==> src/rtl/seq_mult_8x8.sv <==
// Sequential unsigned shift-and-add multiplier (8x8 -> 16) built around a
// 16-bit ripple-carry adder. One multiply takes 8 RUN cycles plus one DONE
// cycle; start is only honoured while idle.

module RCA_16_bit (
    input  logic [15:0] a,
    input  logic [15:0] b,
    input  logic        c_in,
    output logic [15:0] s,
    output logic        c_out
);
    logic [16:0] c;

    assign c[0] = c_in;

    genvar i;
    generate
        for (i = 0; i < 16; i++) begin : g_fa
            assign s[i]   = a[i] ^ b[i] ^ c[i];
            assign c[i+1] = (a[i] & b[i]) | (c[i] & (a[i] ^ b[i]));
        end
    endgenerate

    assign c_out = c[16];
endmodule

module seq_mult_8x8 #(
    parameter int WIDTH = 8,
    parameter int CNT_W = 4
) (
    input  logic               clk,
    input  logic               rst,
    input  logic               start,
    input  logic [WIDTH-1:0]   a,
    input  logic [WIDTH-1:0]   b,
    output logic [2*WIDTH-1:0] product,
    output logic               busy,
    output logic               done
);
    localparam logic [1:0] S_IDLE = 2'd0;
    localparam logic [1:0] S_RUN  = 2'd1;
    localparam logic [1:0] S_DONE = 2'd2;

    localparam logic [CNT_W-1:0] LAST_CNT = CNT_W'(WIDTH - 1);

    logic [1:0]         state_q,  state_d;
    logic [2*WIDTH-1:0] mcand_q,  mcand_d;
    logic [WIDTH-1:0]   mplier_q, mplier_d;
    logic [2*WIDTH-1:0] acc_q,    acc_d;
    logic [CNT_W-1:0]   cnt_q,    cnt_d;
    logic               busy_q,   busy_d;
    logic               done_q,   done_d;

    logic [2*WIDTH-1:0] addend;
    logic [2*WIDTH-1:0] sum;
    logic               carry_unused;

    // Partial product: add the shifted multiplicand only when the current
    // multiplier LSB is set. The carry out can never be set (255*255 < 2^16).
    assign addend = mplier_q[0] ? mcand_q : '0;

    RCA_16_bit u_rca (
        .a     (acc_q),
        .b     (addend),
        .c_in  (1'b0),
        .s     (sum),
        .c_out (carry_unused)
    );

    // Next-state and datapath update for the IDLE/RUN/DONE sequence.
    always_comb begin
        state_d  = state_q;
        mcand_d  = mcand_q;
        mplier_d = mplier_q;
        acc_d    = acc_q;
        cnt_d    = cnt_q;
        busy_d   = busy_q;
        done_d   = 1'b0;

        case (state_q)
            S_IDLE: begin
                busy_d = 1'b0;
                if (start) begin
                    mcand_d  = {{WIDTH{1'b0}}, a};
                    mplier_d = b;
                    acc_d    = '0;
                    cnt_d    = '0;
                    busy_d   = 1'b1;
                    state_d  = S_RUN;
                end
            end
            S_RUN: begin
                // Always run all WIDTH iterations, even once the multiplier is
                // exhausted, so latency is data independent.
                acc_d    = sum;
                mcand_d  = mcand_q << 1;
                mplier_d = mplier_q >> 1;
                cnt_d    = cnt_q + 1'b1;
                if (cnt_q == LAST_CNT) begin
                    state_d = S_DONE;
                    done_d  = 1'b1;
                end
            end
            S_DONE: begin
                busy_d  = 1'b0;
                state_d = S_IDLE;
            end
            default: begin
                busy_d  = 1'b0;
                state_d = S_IDLE;
            end
        endcase
    end

    // State registers; reset aborts any operation in flight.
    always_ff @(posedge clk) begin
        if (rst) begin
            state_q  <= S_IDLE;
            mcand_q  <= '0;
            mplier_q <= '0;
            acc_q    <= '0;
            cnt_q    <= '0;
            busy_q   <= 1'b0;
            done_q   <= 1'b0;
        end else begin
            state_q  <= state_d;
            mcand_q  <= mcand_d;
            mplier_q <= mplier_d;
            acc_q    <= acc_d;
            cnt_q    <= cnt_d;
            busy_q   <= busy_d;
            done_q   <= done_d;
        end
    end

    assign product = acc_q;
    assign busy    = busy_q;
    assign done    = done_q;
endmodule

==> config.mk <==
export PLATFORM = sky130hd
export DESIGN_NAME = seq_mult_8x8
export DESIGN_NICKNAME = d
export VERILOG_FILES = /design/src/rtl/seq_mult_8x8.sv
export SDC_FILE = /design/constraint.sdc
export NUM_CORES = 1
export LEC_CHECK = 0
export ABC_AREA = 1
export BUFFER_PORTS_ARGS = -buffer_cell sky130_fd_sc_hd__buf_2
export CORE_ASPECT_RATIO = 1.4
export CORE_MARGIN = 2
export CORE_UTILIZATION = 60
export DETAILED_ROUTE_END_ITERATION = 8
export HOLD_SLACK_MARGIN = 0.02
export PLACE_DENSITY_LB_ADDON = 0.3
export SYNTH_ARGS = -nofsm -noshare
export SYNTH_HDL_FRONTEND = slang
export SYNTH_HIERARCHICAL = 1
export SYNTH_SLANG_ARGS = --single-unit
==> constraint.sdc <==
create_clock -name clk -period 10.72 [get_ports clk]
set_input_delay 0 -clock clk [delete_from_list [all_inputs] [get_ports clk]]
set_output_delay 0 -clock clk [all_outputs]
set_load 0.01 [all_outputs]
==> impl_results.md, run 1 <==
- Status: complete, no violations
- Placed insts: 408
- Congestion Overflow GR: 0
- Final core utilization: 71.6%
- Die area: 4660 um^2
- Share of post-route cells with drive strength above 1: 12.2%
- Pins Over Slew Limit: 0
- Mapped Cells: 346
- Synthesized cell area: 2480 um^2
- Initial DRC Count: 102
- Power Dens Cells: 124 nW/um^2
- Wire per inst: 11.9 um
- Worst setup EP type: flop
- Residual DRC: 0
- Area of the multi-input gates: 1250 um^2
- Vias in the first global route: 2,099
- HPWL Detailed: 3.26 mm
- H-Tree Depth: 2
- M1 WL: 2.23 mm
- Post-DRT Antenna Nets: 0
- Slew HR: 40.7%
- Fmax: 139 MHz
- Worst-path clk slew: 90 ps
- TritonRoute pass-1 iters: 4
- Root buffer cell: clkbuf_8
- Slowest cell on the critical path: dfxtp_1
- Worst EP arrival: 7420 ps
- Port Buffers: 36
- Final Hold Fails: 0
- Fillers: 325
- Highest routed layer: met4
- Placed inst area: 2620 um^2
- FP Rows: 27
- GRT Total Usage: 25.0%
- Number of max-cap violations: 0
- Design area: 2830 um^2
- Clk_skew: 8.26 ps
- Seq. cell area: 961 um^2
- Fin Hold WS: 18.7 ps
- Nets: 421
- CTS-repair resized insts: 0
- # Post-CTS Setup Buffers: 0
- Largest net degree at the start of global routing: 31
- CTS tree: done
- # diodes: 0
- CP max FO: 17
- Final Setup Violations: 0
- Syn Area/Cell: 7.16 um^2
- Final min period: 7190 ps
- Met2 WL: 2.66 mm
- Critical path, cell by cell: nand2_1, inv_1, fa_1, inv_1, fa_1, inv_1, fa_1, fa_1, fa_1, fa_1, fa_1, fa_1, fa_1, fa_1, fa_1, fa_1, fa_1, fa_1, fa_1, inv_1, fa_1, inv_1, nand2_1, a21oi_1
- Vert. Die Dim: 80.0 um
- Bufs on Longest Clock Path: 2
- Global-route wire length before repair: 9.11 mm
- Vias: 2,205
- Initial Util: 62.6%
- Syn_nets: 382
- Setup ws final: 3530 ps
- Total power: 0.351 mW
- Synth Warn #: 6
- Hold Buf Count CTS: 13
- # IOs: 37
- Worst skew pair latency: 300 ps
- DR vias/cell: 5.15
- Slowest stage delay, CP: 490 ps
- Area grow syn2layout: 14.2%
- RSZ-0062 raised after global routing: no
- Pre-CTS setup slack: 3560 ps
- Routed met3 length: 172 um
- Peak VDD IR: 0.118 mV
- Leak: 1.45 nW
- Final non-filler cell total: 428
- CTS sink count: 48
- Worst path required time: 10,950 ps
- Final period utilization: 67.1%
- CTS Buf Count: 5
- Crit start category: flop
- Placer Congestion: 0.756
- Most used cell along the critical path: fa_1
- Worst-Margin Slew: 889 ps
- Core Box Area: 3950 um^2
- Total Wirelength: 5.11 mm
- Hold WC Path Type: primary input to flop
- Setup CP Type: flop to flop
- Setup TNS: 0 ps
- Initial antenna violation count: 0
- Die W: 58.3 um
## worst paths after layout
path	startpoint	endpoint	slack, ps	depth (start not counted)
max	mplier_q[0]$_SDFFE_PP0P_	product[15]$_SDFFE_PP0P_	3530	24
min	a[3]	mcand_q[3]$_SDFFE_PP0P_	20	5
max reg2reg	mplier_q[0]$_SDFFE_PP0P_	product[15]$_SDFFE_PP0P_	3530	24
min reg2reg	busy$_SDFFE_PP0P_	busy$_SDFFE_PP0P_	470	2
## area by class of cell
cell class                      count  share of cell area, %
Clock buffer                        6                   2.57
Clock inverter                      1                  0.177
Sequential cell                    48                   34.0
Timing Repair Buffer               50                   11.2
Multi-Input combinational cell    235                   44.2
Tap cell                           43                   1.90
Inverter                           45                   5.97
## registers in the layout, indices dropped and copies added, names as in the netlist
name      count
busy          1
cnt_q         4
done          1
mcand_q      16
mplier_q      8
product      16
state_q       2
## placed cells by master (no fill, tap or decap), drive strengths merged
cell,count
dfxtp,48
nand3,26
clkinv,1
ha,1
fa,16
buf,37
clkbuf,6
nand2,125
inv,45
o22ai,1
dlygate4sd3,13
nand4,1
nor2,32
conb,1
a21oi,23
o21ai,9
## critical path, delay by kind of cell, from the launching register on
family | cells | cell delay, ps
buffers and inverters | 5 | 310
AOI/OAI and AO/OA | 1 | 160
and+or+nand+nor | 2 | 180
DFF | 1 | 490
adders and majority gates | 16 | 6000
## per-layer routing
metal | vias to the layer above | global-route usage [%]
met4 | 0 | 6.28
met3 | 5 | 4.38
li1 | 1118 | -
met1 | 1032 | 31.0
met2 | 50 | 43.9
met5 | - | 0
## report_power, final
group	internal [mW]	leakage [nW]	switching (mW)	total [mW]
clock network	0.0445	0.0410	0.0573	0.102
registers	0.187	0.391	0.0100	0.197
logic	0.0199	1.02	0.0327	0.0525
total	0.251	1.45	0.100	0.351
No activity file was read; power rests on OpenSTA's default activity.
==> run 2: changes to the inputs <==
--- a/config.mk
+++ b/config.mk
@@ -5,11 +5,11 @@
 export SDC_FILE = /design/constraint.sdc
 export NUM_CORES = 1
 export LEC_CHECK = 0
-export ABC_AREA = 1
+export ABC_AREA = 0
 export BUFFER_PORTS_ARGS = -buffer_cell sky130_fd_sc_hd__buf_2
 export CORE_ASPECT_RATIO = 1.4
 export CORE_MARGIN = 2
-export CORE_UTILIZATION = 60
+export CORE_UTILIZATION = 50
 export DETAILED_ROUTE_END_ITERATION = 8
 export HOLD_SLACK_MARGIN = 0.02
 export PLACE_DENSITY_LB_ADDON = 0.3
==> constraint.sdc (replaced) <==
create_clock -name clk -period 6.6 [get_ports clk]
set_input_delay 0 -clock clk [delete_from_list [all_inputs] [get_ports clk]]
set_output_delay 0 -clock clk [all_outputs]
set_load 0.01 [all_outputs]
==> run 2 against run 1 <==
  * Area after synthesis fell by 7.9%
  * Global-route usage fell by 8.4 points
  * Sequential cell count did not move
  * Largest cell class unchanged
  * Largest power group unchanged
==> impl_results.md, run 2 <==
- Status: complete, no violations
- Vias in the first global route: 1,537 (-27%)
- HPWL Detailed: 2.66 mm (-18%)
- Final period utilization: 97.0% (+30 points)
- # diodes: 0 (unchanged)
- Global route hottest layer: met2
- Initial DRC Count: 35 (-66%)
- Core Box Area: 4460 um^2 (+13%)
- TritonRoute pass-1 iters: 4 (unchanged)
- Total power: 0.580 mW (+65%)
- CTS Buf Count: 5 (unchanged)
- Congestion Overflow GR: 0 (unchanged)
- Setup TNS: 0 ps (unchanged)
- Post-DRT Antenna Nets: 0 (unchanged)
- Clk_skew: 4.72 ps (-3.54 ps)
- Port Buffers: 36 (unchanged)
- Initial antenna violation count: 0 (unchanged)
- Logic pwr share: 10.5% (-4.5 points)
- Setup CP Type: flop to flop
- Area grow syn2layout: 16.5%
- Syn_nets: 237 (-38%)
- Met1 Track Usage GR: 22.0% (-9.0 points)
- Worst-path clk slew: 90 ps (about the same)
- GR Util met2: 25.9% (-18 points)
- H-Tree Depth: 2 (unchanged)
- Peak VDD IR: 0.139 mV (+18%)
- Total Wirelength: 3.84 mm (-25%)
- Worst EP arrival: 6640 ps (-780 ps)
- CP max FO: 2 (-15)
- CTS tree: done
- CTS sink count: 48 (unchanged)
- Global-route wire length before repair: 6.67 mm (-27%)
- Worst path required time: 6840 ps (-4110 ps)
- Synth Warn #: 6 (unchanged)
- Syn Area/Cell: 11.3 um^2 (+59%)
- Final core utilization: 59.5% (-12 points)
- Most frequent cells in the layout: dfxtp_1, buf_2, a22o_1, nor2_1, and2_1
- Vias: 1,553 (-30%)
- DR vias/cell: 5.16 (+0.15%)
- Slew HR: 50.6% (+9.9 points)
- Die area: 5130 um^2 (+9.9%)
- Psw: 0.140 mW (+40%)
- Synthesized cell area: 2280 um^2 (-7.9%)
- Fmax: 156 MHz (+12%)
- Design area: 2660 um^2 (-6.1%)
- Leak: 1.14 nW (-21%)
- Seq pwr share: 53.1% (-3.0 points)
- Crit start category: flop
- Mapped Cells: 201 (-42%)
- Commonest non-fill, non-tap cell in the layout: dfxtp_1
- Power Dens Cells: 218 nW/um^2 (+76%)
- # Post-CTS Setup Buffers: 0 (unchanged)
- Final min period: 6400 ps (-791 ps)
- Bufs on Longest Clock Path: 2 (unchanged)
- Int Power: 0.440 mW (+75%)
- Hold WC Path Type: primary input to flop
- # IOs: 37 (unchanged)
- Placer Congestion: 0.784 (+3.8%)
- FP Rows: 29 (+7.4%)
- Placed inst area: 2490 um^2 (-5.0%)
- Vert. Die Dim: 83.9 um (+4.9%)
- Number of max-cap violations: 0 (unchanged)
- GRT Total Usage: 16.6% (-8.4 points)
- Worst skew pair latency: 300 ps (about the same)
- Final Hold Fails: 0 (unchanged)
- Largest net degree at the start of global routing: 31 (unchanged)
- Worst-Margin Slew: 740 ps (-148 ps)
- Residual DRC: 0 (unchanged)
- Placed insts: 290 (-29%)
- Final Setup Violations: 0 (unchanged)
- Root buffer cell: clkbuf_8
- Switch share: 24.1% (-4.4 points)
- Clock power share: 36.3% (+7.3 points)
- Wire per inst: 12.7 um (+6.7%)
- Worst setup EP type: flop
- Met3 usage: 4.50% (+0.12 points)
- RSZ-0062 raised after global routing: no
- Nets: 274 (-35%)
- Die W: 61.1 um (+4.8%)
- Share of post-route cells with drive strength above 1: 31.4% (+19 points)
- Pins Over Slew Limit: 0 (unchanged)
- Initial Util: 51.1% (-12 points)
- Final non-filler cell total: 301 (-30%)
[run 2: critical path, stage by stage (launching register included)]
cell,delay (ps)
dfxtp_1,320
and2_1,170
fa_2,350
inv_1,70
fa_1,150
inv_1,50
fa_2,340
fa_2,370
fa_2,350
fa_2,340
fa_2,350
fa_2,350
fa_2,350
fa_2,350
fa_2,350
fa_2,350
fa_2,350
fa_2,350
fa_1,360
inv_1,80
fa_1,410
inv_1,70
a22o_1,120
[run 2: power groups by stage]
stage	clock (mW)	sequential (mW)	combinational, mW
after floorplan	0	0.314	0.0462
final	0.211	0.308	0.0612
after detailed placement	0	0.315	0.0603
after global routing	0.230	0.310	0.0688
after CTS	0.219	0.308	0.0618
after global placement	0	0.314	0.0585
[run 2: metal layers]
metal	up-vias	share of wire (%)
li1	772	-
met1	745	47
met2	31	48
met3	5	3.9
met4	0	1.2
met5	-	0
[run 2: area by class of cell]
class | instances | area [um^2]
clock buffer | 5 | 68.8
timing repair buffer | 44 | 248
tap | 62 | 77.6
clock inverter | 3 | 42.5
multi-input combinational | 130 | 1230
sequential | 48 | 961
fill | 408 | 1810
inverter | 9 | 33.8
[run 2: timing repair]
| action | CTS | global route |
|---|---|---|
| endpoints found under the setup margin | 1 | 1 |
| gates resized for setup | 6 | 4 |
| endpoints found under the hold margin | 3 | 0 |
| pin swaps | 0 | 1 |
| hold buffers | 3 | 0 |
[run 2: final timing paths]
kind                                start                       end  slack (ps)  depth (start not counted)
setup / recovery  mcand_q[0]$_SDFFE_PP0P_  product[15]$_SDFFE_PP0P_         200                         22
hold reg to reg     cnt_q[3]$_SDFFE_PP0P_     cnt_q[3]$_SDFFE_PP0P_         470                          1
hold / removal                       b[2]  mplier_q[2]$_SDFFE_PP0P_          30                          3
setup reg to reg  mcand_q[0]$_SDFFE_PP0P_  product[15]$_SDFFE_PP0P_         200                         22
[run 2: per-stage QoR]
step                worst slack, ps  hold slack [ps]
detailed placement             -205              262
floorplan                      32.8             89.8
global placement               -131              250
finish                          201             29.5
global route                   12.2             46.0
CTS                            25.9             23.6
